`src/rtl/paralelo_serial_condl3.sv`:
```
// ---------------------------------------------------------------------------
// paralelo_serial_condl3
//   Byte-to-serial converter for the layer-3 PHY stage. It consumes the
//   valid/data byte stream from the layer-2 2:1 mux and shifts one word out
//   every WL clocks, MSB first, on the 8x bit clock. After every reset a
//   preamble of SYNC_WORDS idle symbols is sent before any data is accepted.
//   Whenever valid_in is low at a word boundary, the idle symbol is sent.
//
//   Optional feature: define SER_PARITY_EN to append an even-parity bit
//   after the LSB of every word (WL = DATA_W + 1). The port list is the
//   same in both builds.
//
// Ports
//   clk_32f      in   1       serial bit clock, rising edge
//   reset_L      in   1       asynchronous active-low reset
//   valid_in     in   1       data_in qualifier from the layer-2 mux
//   data_in      in   DATA_W  byte from the layer-2 mux
//   data_out     out  1       serial bit, MSB first (straight from a flop)
//   word_start   out  1       high while data_out carries the MSB of a word
//   data_active  out  1       high for every bit of a word taken from data_in
//   sync_done    out  1       high once the idle preamble has been loaded
//
// State table
//   state  | meaning
//   SYNC   | sending the idle preamble, inputs ignored
//   ACTIVE | preamble done, data/idle chosen by valid_in (left only by reset)
// ---------------------------------------------------------------------------
module paralelo_serial_condl3 #(
    parameter int                DATA_W     = 8,
    parameter logic [DATA_W-1:0] IDLE_SYM   = 8'hBC,
    parameter int                SYNC_WORDS = 4
) (
    input  logic              clk_32f,
    input  logic              reset_L,
    input  logic              valid_in,
    input  logic [DATA_W-1:0] data_in,
    output logic              data_out,
    output logic              word_start,
    output logic              data_active,
    output logic              sync_done
);

`ifdef SER_PARITY_EN
    localparam int WL = DATA_W + 1;
`else
    localparam int WL = DATA_W;
`endif
    localparam int CNT_W = (WL > 1) ? $clog2(WL) : 1;
    localparam int WC_W  = $clog2(SYNC_WORDS + 1);

    localparam logic [CNT_W-1:0] BIT_LAST  = CNT_W'(WL - 1);
    localparam logic [WC_W-1:0]  WC_FULL   = WC_W'(SYNC_WORDS);
    localparam logic [WC_W-1:0]  WC_PRELST = WC_W'(SYNC_WORDS - 1);

    typedef enum logic {
        SYNC   = 1'b0,
        ACTIVE = 1'b1
    } state_t;

    state_t            state,       state_nxt;
    logic [WL-1:0]     sr,          sr_nxt;
    logic [CNT_W-1:0]  bit_cnt,     bit_cnt_nxt;
    logic [WC_W-1:0]   word_cnt,    word_cnt_nxt;
    logic              word_start_nxt;
    logic              data_active_nxt;
    logic              sync_done_nxt;
    logic              load;

    // Build the on-line word: payload, plus the even-parity bit when enabled.
    function automatic logic [WL-1:0] frame(input logic [DATA_W-1:0] d);
`ifdef SER_PARITY_EN
        return {d, ^d};
`else
        return d;
`endif
    endfunction

    // bit_cnt resets to its last value so the first edge after reset release
    // is already a word boundary and the preamble starts without a dead word.
    assign load = (bit_cnt == BIT_LAST);

    always_ff @(posedge clk_32f or negedge reset_L) begin
        if (!reset_L) begin
            state       <= SYNC;
            sr          <= '0;
            bit_cnt     <= BIT_LAST;
            word_cnt    <= '0;
            word_start  <= 1'b0;
            data_active <= 1'b0;
            sync_done   <= 1'b0;
        end else begin
            state       <= state_nxt;
            sr          <= sr_nxt;
            bit_cnt     <= bit_cnt_nxt;
            word_cnt    <= word_cnt_nxt;
            word_start  <= word_start_nxt;
            data_active <= data_active_nxt;
            sync_done   <= sync_done_nxt;
        end
    end

    always_comb begin
        state_nxt       = state;
        sr_nxt          = {sr[WL-2:0], 1'b0};
        bit_cnt_nxt     = load ? '0 : bit_cnt + 1'b1;
        word_cnt_nxt    = word_cnt;
        word_start_nxt  = 1'b0;
        data_active_nxt = data_active;
        sync_done_nxt   = sync_done;

        if (load) begin
            word_start_nxt = 1'b1;
            unique case (state)
                SYNC: begin
                    sr_nxt          = frame(IDLE_SYM);
                    data_active_nxt = 1'b0;
                    if (word_cnt != WC_FULL)
                        word_cnt_nxt = word_cnt + 1'b1;
                    // Loading the last preamble word arms ACTIVE, so the very
                    // next boundary already samples data_in.
                    if (word_cnt == WC_PRELST)
                        state_nxt = ACTIVE;
                end
                ACTIVE: begin
                    sync_done_nxt = 1'b1;
                    if (valid_in) begin
                        sr_nxt          = frame(data_in);
                        data_active_nxt = 1'b1;
                    end else begin
                        sr_nxt          = frame(IDLE_SYM);
                        data_active_nxt = 1'b0;
                    end
                end
                default: ;
            endcase
        end
    end

    assign data_out = sr[WL-1];

endmodule

```
`config.mk`:
```
export PLATFORM = sky130hd
export DESIGN_NAME = paralelo_serial_condl3
export DESIGN_NICKNAME = d
export VERILOG_FILES = /design/src/rtl/paralelo_serial_condl3.sv
export SDC_FILE = /design/constraint.sdc
export NUM_CORES = 1
export LEC_CHECK = 0
export CAP_MARGIN = 40
export CORE_MARGIN = 1
export CORE_UTILIZATION = 52
export CTS_BUF_LIST = sky130_fd_sc_hd__clkbuf_16
export DETAILED_ROUTE_END_ITERATION = 10
export PLACE_DENSITY = 0.85
export RECOVER_POWER = 100
export SYNTH_ARGS = -nofsm -noshare
export SYNTH_HDL_FRONTEND = slang
export SYNTH_SLANG_ARGS = --single-unit
```
`constraint.sdc`:
```
create_clock -name clk_32f -period 4 [get_ports clk_32f]
set_input_delay 1.2 -clock clk_32f [delete_from_list [all_inputs] [get_ports clk_32f]]
set_output_delay 1.2 -clock clk_32f [all_outputs]
set_load 0.02 [all_outputs]
```
==> impl_metrics.py, run 1 <==
metrics = {
    "drt": {
        "drtIter0Drc": 8,
        "routed_wl_um": 1230,
        "vias_per_cell": 4.82,
        "antenna_left": 0,
        "wl_per_cell_um": 12.7,
        "vias": 468,
        "firstDrtPassIters": 4,
        "drcViolationCount": 0,
    },
    "logic_synthesis": {
        "synth.distinct_cells": 17,
        "seq_area_frac_synth": 0.600,
        "synth_edf_count": 0,
        "ys_ff_latch": 18,
        "syn_inst": 66,
        "synth_area_sq_um": 757,
        "syn-num-nets": 83,
        "synth-async-reset-ratio": 1.00,
        "yosys_most_used_dff": "dfrtp_1",
        "synth_area_per_cell_sq_um": 11.5,
        "yosysWarnings": 0,
    },
    "pwr": {
        "power.switching_w": 0.0000730,
        "combPwrFrac": 0.054,
        "ir_drop_mv": 0.239,
        "pwr-share-seq": 0.465,
        "p_per_area_nw_per_um2": 417,
        "p_sw_frac": 0.181,
        "power.leakage_nw": 0.450,
        "total_power_w": 0.000404,
        "power_frac_clock": 0.481,
        "internal_power_w": 0.000331,
    },
    "sta": {
        "slew-limit-headroom": 0.465,
        "finalHoldViolCount": 0,
        "min_period_over_period": 0.614,
        "finalMaxSlewViolations": 0,
        "worst-slew-pin-transition_ps": 800,
        "rsz0062_at_grt": "no",
        "max_freq_mhz": 407,
        "clock_skew_ps": 0.747,
        "tns_ps": 0,
        "fin_crit_ps": 2460,
        "setup-violations-final": 0,
    },
    "setup_path": {
        "cp.arrival_ps": 1260,
        "critPathBufInv": 1,
        "crit_fanout": 2,
        "r2r_setup_slack_ps": 1830,
        "slowest_delay_ps": 650,
        "cp_cell_sequence": "dlygate4sd3_1",
        "critPathLaunchType": "register",
        "crit_type": "reg2out",
        "required_ps": 2800,
        "setup.worst_path.end_class": "output pin",
        "crit_family": "buffers and inverters",
        "crit_slowest_cell": "dlygate4sd3_1",
    },
    "placement": {
        "postPlaceCellArea_sq_um": 906,
        "gp_congestion": 0.637,
        "io_buffers": 14,
    },
    "final_layout": {
        "fin_area_sq_um": 968,
        "seqCellArea_sq_um": 454,
        "multi_input_area_sq_um": 254,
        "fillCellCount": 96,
        "layout_common_cells": "dfrtp_1, nor2_1, clkdlybuf4s50_1",
        "num_antenna_cells": 0,
        "final_common_cell": "dfrtp_1",
        "final_nets": 100,
        "area_growth_pct": 27.9,
        "drive_gt1_frac": 0.110,
    },
    "cts": {
        "cts.htree.levels": 1,
        "cts_setup_buffers": 0,
        "clock-sinks": 18,
        "clk_path_buf_depth": 2,
        "clk_pin_slew_ps": 50,
        "insertion_delay_ps": 240,
        "ctsHoldBuffers": 0,
        "cts_tree": "built",
        "numCtsBuffers": 3,
        "clockRootBuffer": "clkbuf_16",
        "cts_resized": 0,
    },
    "floorplanning": {
        "dieArea_sq_um": 1610,
        "pin_count": 15,
        "rows": 13,
        "design.core.area_sq_um": 1330,
        "die_height_um": 40.2,
        "initial_utilization": 0.568,
        "die_w_um": 40.2,
    },
    "global_route": {
        "overflow": 0,
        "antenna_found_initial": 0,
        "grt_pass1_vias": 392,
        "grt_util_all_layers": 0.185,
        "grt_pass1_wl_um": 1770,
        "grt_max_degree": 22,
    },
    "job": {
        "cap_violations": 0,
    },
    "worst_hold_path": {
        "min-delay-path-class": "reg2reg",
    },
    "status": {
        "outcome": "finished clean",
    },
}
==> metal layers <==
layer  up-vias  global-route usage  share of wire
met2        11               0.294           0.47
met5         -                   0              0
met1       209               0.214           0.48
met4         0               0.129         0.0065
li1        246                   -              -
met3         2              0.0500          0.047
==> worst reg2reg max path: cells and delay by family (launching register included) <==
family | cells | cell delay, ps
adder cells (fa/ha/maj) | 2 | 790
multiplexers | 1 | 320
flip-flops | 1 | 540
AO/OA/AOI/OAI | 1 | 260
AND/OR/NAND/NOR | 1 | 130
==> synthesized netlist by cell type (all sizes together) (2+ instances only) <==
master / count / area (sq um)
dfrtp: 15 / 375
nor2: 12 / 45.0
a21oi: 6 / 41.3
ha: 6 / 75.1
inv: 6 / 22.5
nand2: 4 / 15.0
dfstp: 3 / 78.8
o21ai: 3 / 15.0
a21o: 2 / 17.5
buf: 2 / 10.0
o22ai: 2 / 12.5
==> power by group through the flow <==
stage | sequential [W] | combinational [W] | clock, W
3_5_place_dp | 0.000191 | 0.0000225 | 0
3_3_place_gp | 0.000191 | 0.0000222 | 0
2_1_floorplan | 0.000192 | 0.00000487 | 0
5_1_grt | 0.000188 | 0.0000240 | 0.000208
4_1_cts | 0.000188 | 0.0000230 | 0.000197
6_report | 0.000188 | 0.0000217 | 0.000194
==> cell type report <==
| type | count | share of cell area |
|---|---|---|
| timing repair buffer | 14 | 0.145 |
| clock inverter | 1 | 0.00388 |
| clock buffer | 3 | 0.0775 |
| tap | 15 | 0.0194 |
| inverter | 6 | 0.0233 |
| sequential | 18 | 0.469 |
| multi-input combinational | 40 | 0.262 |
==> path summary, 6_finish.rpt <==
path | start | end | cells past startpoint
worst max-delay path | data_active | data_active | 1
worst min-delay path | sync_done | sync_done | 1
worst max register to register | bit_cnt[0] | word_cnt[1] | 5
worst min register to register | sync_done | sync_done | 1
max in group asynchronous | reset_L | sr[7] | 1
min in group asynchronous | reset_L | sr[2] | 1
==> kinds of logic after synthesis <==
kind of cell | after synthesis | share of synthesized area
XOR/XNOR | 1 | 0.0116
flip-flops | 18 | 0.600
adder cells (fa/ha/maj) | 6 | 0.0992
AO/OA/AOI/OAI | 13 | 0.114
buffers and inverters | 8 | 0.0430
AND/OR/NAND/NOR | 19 | 0.112
multiplexers | 1 | 0.0198
==> metrics by stage <==
| step | hold WS (ps) | setup slack, ps | instances | util |
|---|---|---|---|---|
| 6_report | 454 | 1540 | 97 | 0.726 |
| 5_1_grt | 483 | 1500 | 97 | 0.726 |
| 4_1_cts | 455 | 1620 | 97 | 0.738 |
| 3_5_place_dp | 444 | 1770 | 93 | 0.679 |
| 3_3_place_gp | 441 | 1770 | 93 | 0.679 |
| 2_1_floorplan | 465 | 2380 | 66 | - |
==> flip-flops by register name (all words and copies together), names as in the netlist <==
name	cells
state	1
sync_done	1
bit_cnt	3
sr	8
word_cnt	3
data_active	1
word_start	1
Note: power is estimated with default switching activity, not from simulation.
==> run 2, diff against run 1 <==
--- a/config.mk
+++ b/config.mk
@@ -7,10 +7,10 @@
 export LEC_CHECK = 0
 export CAP_MARGIN = 40
 export CORE_MARGIN = 1
-export CORE_UTILIZATION = 52
+export CORE_UTILIZATION = 48
 export CTS_BUF_LIST = sky130_fd_sc_hd__clkbuf_16
 export DETAILED_ROUTE_END_ITERATION = 10
-export PLACE_DENSITY = 0.85
+export PLACE_DENSITY = 0.8
 export RECOVER_POWER = 100
 export SYNTH_ARGS = -nofsm -noshare
 export SYNTH_HDL_FRONTEND = slang
==> constraint.sdc (replaced) <==
create_clock -name clk_32f -period 2.56 [get_ports clk_32f]
set_input_delay 0.768 -clock clk_32f [delete_from_list [all_inputs] [get_ports clk_32f]]
set_output_delay 0.768 -clock clk_32f [all_outputs]
set_load 0.02 [all_outputs]
==> impl_metrics.py, run 2 (same netlist as run 1, synthesis figures left out) <==
metrics = {
    "cts": {
        "cts_tree": "built",
        "clockRootBuffer": "clkbuf_16",
        "insertion_delay_ps": 240,
        "clk_path_buf_depth": 2,
        "clk_pin_slew_ps": 50,
        "cts_setup_buffers": 0,
        "ctsHoldBuffers": 0,
        "cts_resized": 0,
        "numCtsBuffers": 3,
        "clock-sinks": 18,
        "cts.htree.levels": 1,
    },
    "setup_path": {
        "critPathLaunchType": "register",
        "required_ps": 1790,
        "r2r_setup_slack_ps": 730,
        "crit_fanout": 2,
        "setup.worst_path.end_class": "output pin",
        "slowest_delay_ps": 650,
        "crit_slowest_cell": "dlygate4sd3_1",
        "crit_type": "reg2out",
        "critPathBufInv": 1,
        "crit_family": "buffers and inverters",
        "cp.arrival_ps": 1260,
        "cp_cell_sequence": "dlygate4sd3_1",
    },
    "floorplanning": {
        "die_height_um": 41.7,
        "initial_utilization": 0.548,
        "rows": 13,
        "pin_count": 15,
        "dieArea_sq_um": 1740,
        "design.core.area_sq_um": 1380,
        "die_w_um": 41.7,
    },
    "sta": {
        "max_freq_mhz": 494,
        "slew-limit-headroom": 0.389,
        "tns_ps": 0,
        "finalMaxSlewViolations": 0,
        "worst-slew-pin-transition_ps": 916,
        "clock_skew_ps": 3.57,
        "finalHoldViolCount": 0,
        "min_period_over_period": 0.791,
        "rsz0062_at_grt": "no",
        "setup-violations-final": 0,
        "fin_crit_ps": 2020,
    },
    "global_route": {
        "overflow": 0,
        "grt_pass1_vias": 487,
        "grt_util_all_layers": 0.159,
        "antenna_found_initial": 0,
        "grt_pass1_wl_um": 2040,
        "grt_max_degree": 21,
    },
    "final_layout": {
        "final_common_cell": "dfrtp_1",
        "utilization": 0.706,
        "final_nets": 102,
        "largest_registers": "sr x8, bit_cnt x3, word_cnt x3",
        "fin_area_sq_um": 976,
        "largest_reg_flops": 8,
        "area_growth_pct": 28.9,
        "top_register": "sr",
        "fin_cells": 99,
        "layout_common_cells": "dfrtp_1, nor2_1, clkdlybuf4s50_1",
        "fillCellCount": 94,
        "num_antenna_cells": 0,
        "drive_gt1_frac": 0.107,
    },
    "placement": {
        "postPlaceCellArea_sq_um": 921,
        "hpwl_um": 804,
        "io_buffers": 14,
        "gp_congestion": 0.765,
        "dp.cells": 95,
    },
    "drt": {
        "wl_per_cell_um": 11.2,
        "drcViolationCount": 0,
        "antenna_left": 0,
        "vias_per_cell": 4.93,
        "routed_wl_um": 1110,
        "drtIter0Drc": 6,
        "vias": 488,
        "firstDrtPassIters": 3,
    },
    "job": {
        "cap_violations": 0,
    },
    "pwr": {
        "p_per_area_nw_per_um2": 645,
        "power.leakage_nw": 0.456,
        "ir_drop_mv": 0.569,
    },
    "worst_hold_path": {
        "min-delay-path-class": "reg2reg",
    },
    "status": {
        "outcome": "finished clean",
    },
}
==> run 2: changes by cell type in the layout (fill, tap and decap cells not counted) <==
cell      before  now
clkinv_1       1    0
clkbuf_1       0    2
inv_1          6    7
==> run 2: worst paths after layout <==
path / end / startpoint / cells after the start
max: sync_done / sync_done / 1
min: sync_done / sync_done / 1
max reg2reg: sr[6] / bit_cnt[0] / 5
min reg2reg: sync_done / sync_done / 1
max in group asynchronous: word_cnt[2] / reset_L / 2
min in group asynchronous: sr[3] / reset_L / 2
==> run 2: routing by layer <==
layer	track usage	routed length, um	up-vias
met3	0.0435	69	3
met4	0.0774	17	0
met1	0.196	538	218
met2	0.256	483	14
met5	0	0	-
li1	-	-	253
==> run 2: per-stage QoR <==
stage          worst slack, ps  hold slack [ps]  power, W
5_1_grt                    495              482  0.000657
6_report                   536              446  0.000629
3_5_place_dp               801              447  0.000334
4_1_cts                    594              458  0.000637
2_1_floorplan             1060              465  0.000307
3_3_place_gp               817              443  0.000334
==> run 2: power by group <==
part	switching [W]	internal (W)
clock network	0.0000952	0.000207
logic	0.0000156	0.0000185
registers	0.00000169	0.000291
total	0.000112	0.000517
==> run 2: area by class of cell <==
class                           instances  area, sq um  share of cell area
Timing Repair Buffer                   16          148               0.151
Clock buffer                            3         75.1              0.0769
Clock inverter                          1         3.75             0.00385
Sequential cell                        18          454               0.465
Multi-Input combinational cell         40          254               0.260
Tap cell                               15         18.8              0.0192
Inverter                                6         22.5              0.0231
==> run 3, diff against run 2 <==
--- a/config.mk
+++ b/config.mk
@@ -7,10 +7,10 @@
 export LEC_CHECK = 0
 export CAP_MARGIN = 40
 export CORE_MARGIN = 1
-export CORE_UTILIZATION = 48
+export CORE_UTILIZATION = 43
 export CTS_BUF_LIST = sky130_fd_sc_hd__clkbuf_16
 export DETAILED_ROUTE_END_ITERATION = 10
-export PLACE_DENSITY = 0.8
+export PLACE_DENSITY = 0.76
 export RECOVER_POWER = 100
 export SYNTH_ARGS = -nofsm -noshare
 export SYNTH_HDL_FRONTEND = slang
==> constraint.sdc (replaced) <==
create_clock -name clk_32f -period 1.84 [get_ports clk_32f]
set_input_delay 0.552 -clock clk_32f [delete_from_list [all_inputs] [get_ports clk_32f]]
set_output_delay 0.552 -clock clk_32f [all_outputs]
set_load 0.02 [all_outputs]
==> impl_metrics.py, run 3 (same netlist as run 1, synthesis figures left out) <==
metrics = {
    "final_layout": {
        "fin_area_sq_um": 978,
        "seqCellArea_sq_um": 454,
        "num_antenna_cells": 0,
        "final_common_cell": "dfrtp_1",
        "fillCellCount": 132,
        "area_growth_pct": 29.3,
        "layout_common_cells": "dfrtp_1, nor2_1, clkdlybuf4s50_1",
        "top_register": "sr",
        "multi_input_area_sq_um": 254,
        "drive_gt1_frac": 0.119,
        "final_nets": 102,
        "largest_reg_flops": 8,
        "largest_registers": "sr x8, bit_cnt x3, word_cnt x3",
    },
    "job": {
        "cap_violations": 0,
    },
    "cts": {
        "clock-sinks": 18,
        "cts_setup_buffers": 0,
        "numCtsBuffers": 3,
        "clockRootBuffer": "clkbuf_16",
        "ctsHoldBuffers": 0,
        "cts.htree.levels": 1,
        "insertion_delay_ps": 240,
        "cts_tree": "built",
        "clk_pin_slew_ps": 50,
        "clk_path_buf_depth": 2,
        "cts_resized": 0,
    },
    "pwr": {
        "combPwrFrac": 0.056,
        "internal_power_w": 0.000720,
        "power_frac_clock": 0.482,
        "p_per_area_nw_per_um2": 902,
        "p_sw_frac": 0.184,
        "power.switching_w": 0.000163,
        "ir_drop_mv": 0.416,
        "power.leakage_nw": 0.460,
        "pwr-share-seq": 0.462,
    },
    "sta": {
        "fin_crit_ps": 1790,
        "final.setup.worst_slack_ps": 54.8,
        "worst-slew-pin-transition_ps": 650,
        "rsz0062_at_grt": "no",
        "finalMaxSlewViolations": 0,
        "tns_ps": 0,
        "max_freq_mhz": 560,
        "setup-violations-final": 0,
        "slew-limit-headroom": 0.567,
        "clock_skew_ps": 3.09,
        "min_period_over_period": 0.970,
        "finalHoldViolCount": 0,
    },
    "floorplanning": {
        "initial_utilization": 0.480,
        "rows": 14,
        "dieArea_sq_um": 1930,
        "pin_count": 15,
        "design.core.area_sq_um": 1580,
        "die_w_um": 44.0,
        "die_height_um": 44.0,
    },
    "drt": {
        "firstDrtPassIters": 6,
        "drtIter0Drc": 16,
        "vias_per_cell": 4.92,
        "wl_per_cell_um": 12.4,
        "vias": 492,
        "routed_wl_um": 1240,
        "antenna_left": 0,
        "drcViolationCount": 0,
    },
    "global_route": {
        "grt_util_all_layers": 0.164,
        "antenna_found_initial": 0,
        "grt_max_degree": 21,
        "overflow": 0,
        "grt_pass1_vias": 522,
        "grt_pass1_wl_um": 2220,
    },
    "placement": {
        "io_buffers": 14,
        "hpwl_um": 854,
        "postPlaceCellArea_sq_um": 922,
        "post-place-ws_ps": 266,
        "gp_congestion": 0.717,
    },
    "setup_path": {
        "cp_cell_sequence": "dlygate4sd3_1",
        "crit_family": "buffers and inverters",
        "slowest_delay_ps": 650,
        "crit_slowest_cell": "dlygate4sd3_1",
        "crit_fanout": 1,
        "critPathBufInv": 1,
        "cp.arrival_ps": 1230,
        "critPathLaunchType": "register",
        "setup.worst_path.end_class": "output pin",
        "crit_type": "reg2out",
        "required_ps": 1290,
    },
    "worst_hold_path": {
        "min-delay-path-class": "reg2reg",
    },
    "status": {
        "outcome": "finished clean",
    },
}
## run 3: worst paths after layout
| kind | startpoint | endpoint | slack (ps) | cells past startpoint |
|---|---|---|---|---|
| worst min register to register | sync_done | sync_done | 460 | 1 |
| max in group asynchronous | reset_L | word_cnt[0] | 350 | 2 |
| worst max register to register | bit_cnt[0] | word_cnt[1] | 190 | 5 |
| worst max-delay path | word_start | word_start | 50 | 1 |
| min in group asynchronous | reset_L | word_start | 630 | 1 |
| worst min-delay path | sync_done | sync_done | 460 | 1 |
## run 3: routing by layer
metal	up-vias	part of all wire	global-route usage	routed length [um]
met5	-	0	0	0
met4	0	0	0.0727	0
met3	0	0.041	0.0375	51
met2	10	0.48	0.275	600
met1	232	0.48	0.203	592
li1	250	-	-	-
## run 3: cell type report
cell class,count,area share
sequential,18,0.464
timing repair buffer,16,0.152
clock buffer,3,0.0767
inverter,6,0.0230
multi-input combinational,40,0.260
tap,16,0.0205
clock inverter,1,0.00384
## run 3: stage by stage
step | util | hold WS, ps | total power, W | instances
finish | 0.621 | 456 | 0.000883 | 100
global route | 0.621 | 505 | 0.000919 | 100
CTS | 0.635 | 460 | 0.000896 | 100
detailed placement | 0.585 | 445 | 0.000466 | 96
global placement | 0.585 | 445 | 0.000465 | 96
floorplan | - | 256 | 0.000428 | 66
## run 3: power groups by stage
stage	Sequential (W)	Clock [W]	Combinational [W]
2_1_floorplan	0.000417	0	0.0000106
3_3_place_gp	0.000414	0	0.0000506
3_5_place_dp	0.000415	0	0.0000512
4_1_cts	0.000408	0.000436	0.0000521
5_1_grt	0.000409	0.000455	0.0000555
6_report	0.000408	0.000426	0.0000490
